[config.mk]
export PLATFORM = sky130hd
export DESIGN_NAME = fetch_sequencer
export DESIGN_NICKNAME = d
export VERILOG_FILES = /design/src/rtl/fetch_sequencer.sv
export SDC_FILE = /design/constraint.sdc
export NUM_CORES = 1
export LEC_CHECK = 0
export ABC_AREA = 1
export CORE_MARGIN = 4
export CORE_UTILIZATION = 45
export DETAILED_ROUTE_END_ITERATION = 10
export GPL_TIMING_DRIVEN = 0
export MAX_ROUTING_LAYER = met4
export PLACE_DENSITY = 0.8
export SYNTH_ARGS = -nofsm -noshare
export SYNTH_HDL_FRONTEND = slang
export SYNTH_SLANG_ARGS = --single-unit
[constraint.sdc]
create_clock -name clk -period 1.8 [get_ports clk]
set_clock_uncertainty 0.15 [all_clocks]
set_input_delay 0.54 -clock clk [delete_from_list [all_inputs] [get_ports clk]]
set_output_delay 0.54 -clock clk [all_outputs]
set_load 0.02 [all_outputs]
[src/rtl/fetch_sequencer.sv]
// fetch_sequencer: multi-cycle fetch/execute sequencer for the single-cycle
// RISC-V datapath. Owns the PC, fetches over a req/rvalid handshake, holds
// each word on inst and pulses exec_en once per executed instruction.
// Supports continuous run, halt and single-step for bring-up and debug.
//
// Ports:
//   clk, rst          - clock, synchronous active-high reset
//   run, step         - run level / single-step pulse (honoured in HALT only)
//   imem_req/addr     - fetch request and address (addr == pc)
//   imem_rvalid/rdata - fetch response
//   inst, exec_en, pc - instruction, commit pulse and its address
//   retired, halted   - executed-instruction count, HALT state flag
//   illegal           - sticky illegal-opcode flag
//
// Optional feature macro: ILLEGAL_TRAP_EN (opcode check with halt-on-illegal).
// Without it every fetched word executes and illegal stays 0.

module fetch_sequencer #(
    parameter logic [31:0] RESET_PC = 32'h0000_0000,
    parameter logic [31:0] NOP_INST = 32'h0000_0013
) (
    input  logic        clk,
    input  logic        rst,
    input  logic        run,
    input  logic        step,
    output logic        imem_req,
    output logic [31:0] imem_addr,
    input  logic        imem_rvalid,
    input  logic [31:0] imem_rdata,
    output logic [31:0] inst,
    output logic        exec_en,
    output logic [31:0] pc,
    output logic [31:0] retired,
    output logic        halted,
    output logic        illegal
);

    typedef enum logic [1:0] {
        HALT  = 2'd0,
        FETCH = 2'd1,
        EXEC  = 2'd2
    } state_t;

    state_t state, state_nxt;
    logic   step_flag, step_flag_nxt;
    logic   illegal_q;
    logic   fetch_done;
    logic   retire;
    logic   bad_op;

`ifdef ILLEGAL_TRAP_EN
    // Only R-type, I-type ALU and store opcodes are supported.
    always_comb begin
        bad_op = 1'b1;
        unique case (imem_rdata[6:0])
            7'b0110011: bad_op = 1'b0;
            7'b0010011: bad_op = 1'b0;
            7'b0100011: bad_op = 1'b0;
            default:    bad_op = 1'b1;
        endcase
    end
`else
    assign bad_op = 1'b0;
`endif

    always_comb begin
        state_nxt     = state;
        step_flag_nxt = step_flag;
        fetch_done    = 1'b0;
        retire        = 1'b0;
        unique case (state)
            HALT: begin
                // A trapped sequencer stays parked until reset.
                if (!illegal_q) begin
                    if (run) begin
                        state_nxt = FETCH;
                    end else if (step) begin
                        state_nxt     = FETCH;
                        step_flag_nxt = 1'b1;
                    end
                end
            end
            FETCH: begin
                if (imem_rvalid) begin
                    fetch_done = 1'b1;
                    state_nxt  = bad_op ? HALT : EXEC;
                end
            end
            EXEC: begin
                retire        = 1'b1;
                step_flag_nxt = 1'b0;
                state_nxt     = (run && !step_flag) ? FETCH : HALT;
            end
            default: state_nxt = HALT;
        endcase
    end

    always_ff @(posedge clk) begin
        if (rst) begin
            state     <= HALT;
            step_flag <= 1'b0;
            illegal_q <= 1'b0;
            pc        <= RESET_PC;
            inst      <= NOP_INST;
            retired   <= 32'd0;
        end else begin
            state     <= state_nxt;
            step_flag <= step_flag_nxt;
            if (fetch_done) begin
                inst <= imem_rdata;
            end
            if (fetch_done && bad_op) begin
                illegal_q <= 1'b1;
            end
            if (retire) begin
                pc      <= pc + 32'd4;
                retired <= retired + 32'd1;
            end
        end
    end

    // Outputs decode registered state only.
    assign imem_req  = (state == FETCH);
    assign imem_addr = pc;
    assign exec_en   = (state == EXEC);
    assign halted    = (state == HALT);
    assign illegal   = illegal_q;

endmodule

==> results of run 1 <==
[synthesized netlist by cell type (6+ instances only)]
cell | number | share of area [%]
nand2_1 | 193 | 15
nor2_1 | 113 | 8.8
dfxtp_1 | 97 | 40
inv_1 | 64 | 5.0
a21oi_1 | 52 | 5.4
nand3_1 | 43 | 4.5
buf_4 | 39 | 6.1
nand4_1 | 19 | 2.5
o21ai_0 | 18 | 1.9
nor3_1 | 11 | 1.1
clkbuf_1 | 10 | 0.78
nor2_2 | 8 | 1.0
nor2_4 | 7 | 1.6
xor2_1 | 6 | 1.1
[worst register-to-register path: cells and delay by family (launching register included)]
family                 cells  cell delay [ns]
buffers and inverters      2             0.26
and+or+nand+nor            8             0.85
DFF                        1             0.34
[final cells by class]
cell class | count | area [sq um]
Buffer | 52 | 347
Clock buffer | 9 | 124
Clock inverter | 7 | 76.3
Fill cell | 897 | 3580
Inverter | 69 | 274
Multi-Input combinational cell | 496 | 2310
Sequential cell | 97 | 2070
Tap cell | 136 | 170
Timing Repair Buffer | 167 | 1430
[what timing repair did]
action,CTS,global route
pin swaps,0,2
setup buffers,1,4
gates resized for setup,300,87
setup endpoints to repair,127,84
[flip-flops by register name, indices dropped and copies added, names as in the netlist]
name	count
inst	32
step_flag	1
retired	32
imem_addr	30
state	2
[kinds of logic (layout without fill, tap and decap cells)]
logic type / after synthesis / in the layout / share of synthesized area (%)
buffers and inverters: 121 / 304 / 12.6
other: 1 / 5 / 0.0781
adder cells (fa/ha/maj): 2 / 2 / 0.521
AND/OR/NAND/NOR: 407 / 407 / 37.0
AO/OA/AOI/OAI: 76 / 76 / 8.19
XOR/XNOR: 6 / 6 / 1.09
flip-flops: 97 / 97 / 40.5
[metrics by stage]
step           setup TNS, ns  std cells  hold WS [ns]  power [mW]  area (sq um)
5_1_grt              -0.0104       1033         0.336        4.19          6790
4_1_cts              -0.0939       1029         0.319        4.08          6840
2_1_floorplan              0        714         0.331        2.48          4810
6_report                   0       1033         0.319        4.05          6790
3_5_place_dp           -9.23       1012         0.305        2.69          6610
3_3_place_gp           -9.02       1012         0.302        2.68          6610
[per-layer routing]
| metal | up-vias | part of all wire (%) |
|---|---|---|
| met1 | 2350 | 43 |
| met3 | 25 | 5.8 |
| met5 | - | 0 |
| met4 | 0 | 2.2 |
| met2 | 181 | 49 |
| li1 | 2579 | - |
[worst paths after layout]
kind | from | endpoint | slack (ns)
max | imem_addr[18]$_SDFFE_PP0P_ | pc[18] | 0.02
min | inst[30]$_SDFFE_PP0P_ | inst[30]$_SDFFE_PP0P_ | 0.32
max reg2reg | state[0]$_SDFFE_PP0P_ | imem_addr[29]$_SDFFE_PP0P_ | 0.14
min reg2reg | inst[30]$_SDFFE_PP0P_ | inst[30]$_SDFFE_PP0P_ | 0.32
[power groups by stage]
stage,registers [mW],clock network (mW),logic (mW)
finish,2.17,1.46,0.414
detailed placement,2.26,0,0.429
global placement,2.26,0,0.424
floorplan,2.31,0,0.168
global route,2.18,1.56,0.451
CTS,2.19,1.49,0.404
==> metrics.txt, run 1 <==
run status finished, final reports clean; row count 37; clock sink count 97; Worst Path Max Fanout 5; DRT Pass-1 Iters 5; GRT met1 Usage a little over a quarter; synthesized area per cell 6.76 sq um; Final Util 65.5%; clock power share between 30% and 40%; Tightest Pin Transition roughly 0.60 ns; GP Congestion between 0.9 and 1; worst rel slew slack 60.1%; commonest non-fill, non-tap cell in the layout nand2_1; Psw approximately 1.1 mW; Worst Reg-to-Reg Cells 10; Pins Over Slew Limit 0; first-pass GRT wire length 22700 um; later-pin clock latency in the skew report about 0.36 ns; Leak 2.99 nW; WHS Path Cells 2; clock root buffer clkbuf_8; DRT antenna net count 0; Switching Share 26.3%; cells along the critical path buf_4 > clkdlybuf4s15_2; post-synthesis cell count between 700 and 800; die area approximately 0.012 sq mm; worst slack, placed -0.271 ns; max frequency 0.562 GHz; vias in the first global route between 4000 and 5000; die height 111 um; Slowest cell on crit path dfxtp_4; Pint 2.99 mW; Hold Path Class flop to flop; Cell Pwr Density approximately 600 mW/mm^2; most frequent cells in the layout nand2_1 (193), nor2_1 (108), inv_1 (64), dfxtp_1 (54), a21oi_1 (52); number of antenna violations at the first check in global routing 0; asr flop ratio synth 0%; Setup CP Type flop to output port; Worst Path Required roughly 1.1 ns; Max Root-Sink Buffers 2; CTS clock-pin slew for the worst setup and hold paths about 0.10 ns; # diodes 0; Final HPWL DP 10600 um; RSZ-0062 raised after global routing yes; number of max-cap violations 0; DRT iter0 DRCs just under 200; DRC errors left 0; Initial Util around 46%; CTS Hold Bufs 0; CP arrival approximately 1.1 ns; DR vias between 5000 and 6000; WP buf/inv 2; Final min period 1.78 ns; CTS H-Tree Depth 3; Post-Route WL ~14000 um; flops & latches, synth 97; largest net degree at the start of global routing 18; Mapped Area between 0.004 and 0.005 sq mm; final-report hold violation count 0; GRT Total Usage 22.4%; main flop type after synthesis dfxtp_1; CTS tree done; number of enable flip-flop cells after synthesis 0; count of cell types in the netlist 32; Worst setup EP type output port; core area about 0.010 sq mm; Die Wd about 110 um; Most Crowded Layer GR met2; max incr delay on CP approximately 0.37 ns; I/O Buffers 162; Crit. path cell count 2; Gate power share between 10% and 20%; post-detailed-route wirelength per cell between 10 and 15 um; Nets roughly 930; M3 GR Usage 3.88%; fin crit share a little over nine tenths; synth warn 0; sequential fraction of the synthesis area 40.5%; final setup violating endpoints 0; Reg power frac a little over half; Vias per Instance just under 5; TritonCTS Buffers 9; family with the most delay on the worst path flip-flops; area grow syn2layout 41.4%; # IOs 169; Peak supply drop approximately 0.43 mV; layout cell share with drive strength beyond 1 22.4%; met2 usage 37.7%; GR Overflow Total 0; crit start category flop; Worst Setup Slack, final about 0.021 ns
No activity file was read; power rests on OpenSTA's default activity.
==> run 2, diff against run 1 <==
==> constraint.sdc (replaced) <==
create_clock -name clk -period 1.8 [get_ports clk]
set_clock_uncertainty 0.15 [all_clocks]
set_input_delay 0.36 -clock clk [delete_from_list [all_inputs] [get_ports clk]]
set_output_delay 0.36 -clock clk [all_outputs]
set_load 0.02 [all_outputs]
==> metrics.txt, run 2 (synthesized netlist as in run 1, its figures left out) <==
run status finished, final reports clean (unchanged); row count 37 (unchanged); DRT antenna net count 0 (unchanged); worst rel slew slack 59.2% (was 60.1%); clock root buffer clkbuf_8 (unchanged); number of antenna violations at the first check in global routing 0 (unchanged); worst slack, placed -0.0905 ns (was -0.271 ns); first-pass GRT wire length 22300 um (was 22700 um); Initial Util 46.3% (unchanged); clock sink count 97 (unchanged); max incr delay on CP 0.42 ns (was 0.37 ns); Vias per Instance 4.97 (about the same); Max Root-Sink Buffers 2 (unchanged); area grow syn2layout 39.8% (was 41.4%); CTS H-Tree Depth 3 (unchanged); TritonCTS Buffers 9 (unchanged); later-pin clock latency in the skew report 0.35 ns (was 0.36 ns); I/O Buffers 162 (unchanged); final setup violating endpoints 0 (unchanged); CTS clock-pin slew for the worst setup and hold paths 0.10 ns (about the same); post-route cell area 0.00671 sq mm (was 0.00679 sq mm); WHS Path Cells 2 (unchanged); Post-Route WL 13600 um (was 13900 um); Die Wd 111 um (unchanged); GR Overflow Total 0 (unchanged); Cell Pwr Density 608 mW/mm^2 (was 597 mW/mm^2); total power 4.08 mW (was 4.05 mW); Worst Reg-to-Reg Cells 8 (was 10); DR vias 5112 (was 5135); Nets 926 (was 931); CTS tree done (unchanged); Hold Path Class flop to flop (unchanged); die height 111 um (unchanged); # Post-CTS Setup Buffers 0 (was 1); fin crit share 96.8% (was 98.8%); core area 0.0104 sq mm (unchanged); commonest non-fill, non-tap cell in the layout nand2_1 (unchanged); Final min period 1.74 ns (was 1.78 ns); final-report hold violation count 0 (unchanged); DRC errors left 0 (unchanged); Worst setup EP type output port (unchanged); Slowest cell on crit path dfxtp_1 (was dfxtp_4); RSZ-0062 raised after global routing no (was yes); cells along the critical path buf_4 > dlygate4sd2_1 (was buf_4 > clkdlybuf4s15_2); Pins Over Slew Limit 0 (unchanged); die area 0.0124 sq mm (unchanged); DRT Pass-1 Iters 5 (unchanged); Final Util 64.7% (was 65.5%); # diodes 0 (unchanged); Crit. path cell count 2 (unchanged); Setup CP Type flop to output port (unchanged); GRT Total Usage 22.1% (was 22.4%); post-detailed-route wirelength per cell 13.3 um (was 13.5 um); Tightest Pin Transition 0.612 ns (was 0.599 ns); max frequency 0.574 GHz (was 0.562 GHz); Worst Path Required 1.29 ns (was 1.11 ns); Leak 3.20 nW (was 2.99 nW); CP arrival 1.23 ns (was 1.09 ns); vias in the first global route 4816 (was 4867); Worst Path Max Fanout 6 (was 5); family with the most delay on the worst path buffers and inverters (was flip-flops); Final HPWL DP 10600 um (unchanged); instance area at placement 0.00661 sq mm (unchanged); layout cell share with drive strength beyond 1 13.1% (was 22.4%); WP buf/inv 2 (unchanged); largest net degree at the start of global routing 18 (unchanged); most frequent cells in the layout nand2_1 (193), dlygate4sd2_1 (125), nor2_1 (108), dfxtp_1 (72), inv_1 (64) (was nand2_1 (193), nor2_1 (108), inv_1 (64), dfxtp_1 (54), a21oi_1 (52)); # IOs 169 (unchanged); DRT iter0 DRCs 198 (was 193); crit start category flop (unchanged); GP Congestion 0.946 (unchanged); Peak supply drop 0.414 mV (was 0.431 mV); setup TNS 0 ns (unchanged); number of max-cap violations 0 (unchanged); Worst Setup Slack, final 0.0573 ns (was 0.0210 ns)
-- run 2: power breakdown --
| group | leakage, nW | total (mW) | switching (mW) | internal, mW |
|---|---|---|---|---|
| Clock | 0.0966 | 1.46 | 0.808 | 0.656 |
| Sequential | 0.797 | 2.21 | 0.0257 | 2.19 |
| Combinational | 2.30 | 0.399 | 0.227 | 0.173 |
-- run 2: worst paths after layout --
check	start	end	slack, ns
worst max-delay path	imem_addr[27]$_SDFFE_PP0P_	pc[27]	0.06
worst min-delay path	inst[2]$_SDFFE_PP0P_	inst[2]$_SDFFE_PP0P_	0.32
worst max register to register	imem_addr[2]$_SDFFE_PP0P_	imem_addr[26]$_SDFFE_PP0P_	0.14
worst min register to register	inst[2]$_SDFFE_PP0P_	inst[2]$_SDFFE_PP0P_	0.32
-- run 2: worst register-to-register path: cells and delay by family (launching register included) --
kind / cells / cell delay (ns)
DFF: 1 / 0.40
adders and majority gates: 1 / 0.18
and+or+nand+nor: 7 / 0.84
-- run 2: cell type report --
class,count,area [sq um]
Inverter,69,267
Fill cell,952,3660
Sequential cell,97,1970
Clock inverter,7,76.3
Clock buffer,9,124
Tap cell,136,170
Timing Repair Buffer,162,1460
Multi-Input combinational cell,496,2300
Buffer,52,345
-- run 2: timing repair --
item / in CTS / in global routing
gates resized for setup: 156 / 12
hold buffers: 0 / 0
endpoints found under the setup margin: 127 / 17
-- run 2: per-layer routing --
layer | up-vias | global-route usage (%) | routed length, um
li1 | 2558 | - | -
met1 | 2326 | 26.4 | 5880
met2 | 202 | 36.7 | 6620
met3 | 26 | 3.93 | 809
met4 | 0 | 9.00 | 334
met5 | - | - | 0
-- run 2: stage by stage --
| step | hold WS, ns | std cells |
|---|---|---|
| 6_report | 0.319 | 1028 |
| 2_1_floorplan | 0.323 | 714 |
| 5_1_grt | 0.336 | 1028 |
| 3_3_place_gp | 0.302 | 1012 |
| 4_1_cts | 0.316 | 1028 |
| 3_5_place_dp | 0.305 | 1012 |
==> variant 1: new RTL, settings of run 2 <==
Register the outputs `imem_req`, `exec_en` and `halted`, cleared by the reset; this adds one clock of latency there. The other outputs are not delayed to match.
--- a/src/rtl/fetch_sequencer.sv
+++ b/src/rtl/fetch_sequencer.sv
@@ -120,10 +120,18 @@
     end
 
     // Outputs decode registered state only.
-    assign imem_req  = (state == FETCH);
     assign imem_addr = pc;
-    assign exec_en   = (state == EXEC);
-    assign halted    = (state == HALT);
+    always_ff @(posedge clk) begin
+        if (rst) begin
+            imem_req <= '0;
+            exec_en  <= '0;
+            halted   <= '0;
+        end else begin
+            imem_req <= (state == FETCH);
+            exec_en  <= (state == EXEC);
+            halted   <= (state == HALT);
+        end
+    end
     assign illegal   = illegal_q;
 
 endmodule
Function: changed (a bounded check fails within 4 cycles, from zero or initial values and one cycle with rst high).
==> variant 1 against run 2 <==
Register-to-register slack lost 0.02 ns. Core utilization increased by 0.79 points. Cell area increased by 2.1%. Sequential cell count rose by 3. Area after synthesis increased by 2.5%. First-iteration DRC count grew 11%. Setup slack improved by 0.0052 ns. Total power grew 12%. Via count down 0.92%. Routed wire length grew 2.8%. Critical endpoint is now pc[14].
==> variant 1: results (changes against run 2) <==
Outcome
  – Status: finished clean

Critical path
  – Reg-to-Reg Start: retired[14]
  – Register-to-register setup slack: 0.12 ns (-0.02 ns)
  – CP Max Fanout: 5 (-1)
  – Reg2reg end: retired[21]

Finish
  – Final std cells w/o fill: 1029 (+0.097%)
  – FILL cells: 1002 (+5.3%)
  – Core Util, Final: 0.655 (+0.00791)
  – Nets: 927 (+0.11%)

Timing
  – Final Hold Slack: 0.177 ns (-0.142 ns)
  – Relative slew slack: 0.604 (+0.0118)

Clock network
  – Clk Latency, worst-skew pair: 0.37 ns (+0.02 ns)

Global route
  – Global-route wire length before repair: 23000 um (+2.9%)
  – Total GRT Usage: 0.227 (+0.00598)

Detailed routing
  – Initial drt markers: 220 (+11%)
  – Vias: 5065 (-0.92%)
  – Final wirelength: 14000 um (+2.8%)

Min path
  – Worst Hold Path EP: retired[2]
  – Worst hold start: rst
  – Hold Path Class: input port to flip-flop

Place
  – DP HPWL: 10800 um (+2.4%)
  – Cell Area, Placed: 6730 um2 (+1.8%)

Synth
  – Sequential area share after synthesis: 0.407 (+0.00243)

Power
  – Clock-net power: 1.59 mW (+9%)
  – Sequential Power: 2.37 mW (+7%)
-- variant 1: cell type report --
| type | count | area share |
|---|---|---|
| Inverter | 70 | 0.0384 |
| Timing Repair Buffer | 163 | 0.214 |
| Multi-Input combinational cell | 491 | 0.341 |
| Clock buffer | 10 | 0.0186 |
| Tap cell | 136 | 0.0248 |
| Clock inverter | 6 | 0.0130 |
| Buffer | 53 | 0.0519 |
| Sequential cell | 100 | 0.298 |
-- variant 1: metrics by stage --
stage / setup slack, ns / TNS, ns
final: 0.0625 / 0
after global routing: 0.000294 / 0
after CTS: 0.00710 / 0
after detailed placement: -0.0832 / -1.53
after global placement: -0.0216 / -0.435
after floorplan: 0.104 / 0
-- variant 1: routing by layer --
metal | track usage | part of all wire
met1 | 0.268 | 0.42
met2 | 0.380 | 0.48
met3 | 0.0544 | 0.075
met4 | 0.0729 | 0.016
met5 | - | 0
-- variant 1: cell families after synthesis --
family                     after synthesis  share of synthesized area
adders and majority gates                2                    0.00509
buffers and inverters                  123                      0.126
AOI/OAI and AO/OA                       76                     0.0799
other                                    1                   0.000762
and+or+nand+nor                        399                      0.366
xor gates and xnor gates                 9                     0.0160
DFF                                    100                      0.407
-- variant 1: repair_timing --
action                     in CTS  in global routing
setup endpoints to repair     130                 25
buffers inserted                0                  1
gates resized for setup       145                 21
pin swaps                       0                  1
hold endpoints to repair        0                  0
-- variant 1: worst max path at each step --
stage / startpoint / endpoint / slack [ns]
after detailed placement: imem_rvalid / inst[12] / -0.08
after CTS: imem_addr[9] / pc[9] / 0.007
after global routing: imem_addr[31] / pc[31] / 0.0003
after global placement: imem_rvalid / inst[27] / -0.02
final: imem_addr[14] / pc[14] / 0.06
after floorplan: imem_addr[2] / imem_addr[22] / 0.10
==> variant 2: new RTL, config.mk and constraints of run 2 <==
Without the edit above. Build with the macro `ILLEGAL_TRAP_EN` defined.
--- a/src/rtl/fetch_sequencer.sv
+++ b/src/rtl/fetch_sequencer.sv
@@ -14,6 +14,8 @@
 //
 // Optional feature macro: ILLEGAL_TRAP_EN (opcode check with halt-on-illegal).
 // Without it every fetched word executes and illegal stays 0.
+
+`define ILLEGAL_TRAP_EN
 
 module fetch_sequencer #(
     parameter logic [31:0] RESET_PC = 32'h0000_0000,
Formal check against the unedited RTL: not equivalent (a bounded check fails within 4 cycles, from zero or initial values and one cycle with rst high).
==> variant 2 against run 2 <==
Area after synthesis grew 0.96%. Register-to-register slack lost 0.02 ns. Setup slack lost 0.0038 ns. Count of clock-buffer cells in the layout grew 1. Sequential cell count grew 1. Via count grew 0.55%. Total power grew 3.9%. Routed wire length grew 2.2%. Critical path depth is the same. Cell area grew 2.5%. Worst hold slack lost 0.0043 ns. Non-clock buffer count grew 7. Cell count grew 0.39%.
==> variant 2: results (changes against run 2) <==
Finish
  – Fraction of layout cells with a size suffix above 1: 0.155 (+0.0240)
  – FILL cells: 998 (+4.8%)
  – Nets: 930 (+0.43%)

Detailed routing
  – Vias: 5140 (+0.55%)
  – Met1 Wirelength: 5820 um (-0.95%)
  – Final wirelength: 13900 um (+2.2%)
  – TritonRoute pass-1 iters: 7 (+2)
  – Met2 WL: 6660 um (+0.63%)
  – Metal3 WL: 1190 um (+47%)
  – Initial drt markers: 295 (+49%)

Clock network
  – Clk Latency, worst-skew pair: 0.37 ns (+0.02 ns)

Synth
  – Sequential area share after synthesis: 0.405 (about the same)
  – Synth cell count leaders: nand2_1 (176), nor2_1 (100), dfxtp_1 (98)
  – Synth Area in Adders: 0.00516 (-0.0000498)
  – Synth area leaders: dfxtp_1 (40%), nand2_1 (14%), nor2_1 (7.7%)
  – Xor/xnor cell area share of the yosys netlist: 0.00542 (-0.00553)
  – Unique cell type count in the Yosys netlist: 37 (+16%)

Critical path
  – R2R cell count: 7 (-1)
  – Register-to-register setup slack: 0.12 ns (-0.02 ns)
  – CP Max Fanout: 5 (-1)
  – Reg-to-Reg Start: retired[2]
  – Reg2reg end: retired[15]

Global route
  – Pin count of the biggest net entering global routing: 17 (-1)
  – Total GRT Usage: 0.222 (+0.00185)
  – Met1 usage: 0.266 (+0.00219)
  – GR Util met2: 0.369 (+0.00140)
  – Vias in the first global route: 4855 (+0.81%)
  – Met3 GRT Util: 0.0554 (+0.0161)

Place
  – Port bufs: 164 (+1.2%)
  – Global placement routability congestion: 0.904 (-4.5%)
  – DP HPWL: 10900 um (+3.2%)
  – Worst slack, placed: -0.506 ns (-0.416 ns)

Min path
  – Worst hold start: inst[30]
  – Worst Hold Path EP: inst[30]

Outcome
  – Status: finished clean

Timing
  – Relative slew slack: 0.638 (+0.0466)

Power
  – Internal: 3.20 mW (+6.1%)
## variant 2: how the worst max path moves through the flow
stage / end / slack [ns] / cells past startpoint
after floorplan: retired[26] / 0.12 / 8
after global placement: retired[7] / -0.50 / 4
after detailed placement: retired[8] / -0.51 / 4
after CTS: retired[23] / 0.008 / 7
after global routing: retired[30] / -0.03 / 9
final: pc[8] / 0.05 / 2
## variant 2: power by group through the flow
stage / registers [mW] / clock network (mW) / logic (mW)
2_1_floorplan: 2.33 / 0 / 0.165
3_3_place_gp: 2.28 / 0 / 0.426
3_5_place_dp: 2.28 / 0 / 0.434
4_1_cts: 2.23 / 1.63 / 0.405
5_1_grt: 2.24 / 1.73 / 0.443
6_report: 2.23 / 1.60 / 0.402
## variant 2: cell type report
class,instances,share of cell area
buffer,52,0.0493
clock buffer,10,0.0200
clock inverter,6,0.0129
inverter,70,0.0382
multi-input combinational,491,0.343
sequential,98,0.292
tap,136,0.0247
timing repair buffer,169,0.220
## variant 2: worst min-delay path, stage by stage, from the launching register on
cell,delay (ns)
dfxtp_1,0.31
nand2_1,0.06
a21oi_1,0.05
## variant 2: cell families after synthesis
logic type               Yosys count
XOR/XNOR                           3
other                              1
AND/OR/NAND/NOR                  384
adder cells (fa/ha/maj)            2
buffers and inverters            122
AO/OA/AOI/OAI                     98
flip-flops                        98
## variant 2: what timing repair did
action / CTS / global route
pin swaps: 1 / 1
setup endpoints to repair: 141 / 58
gates resized for setup: 161 / 33
setup buffers: 1 / 4
## variant 2: per-stage QoR
stage,setup TNS [ns],hold WS [ns],instances
floorplan,0,0.323,711
global placement,-14.92,0.302,1011
detailed placement,-16.24,0.306,1011
CTS,0,0.318,1028
global route,-0.0362,0.337,1032
finish,0,0.315,1032
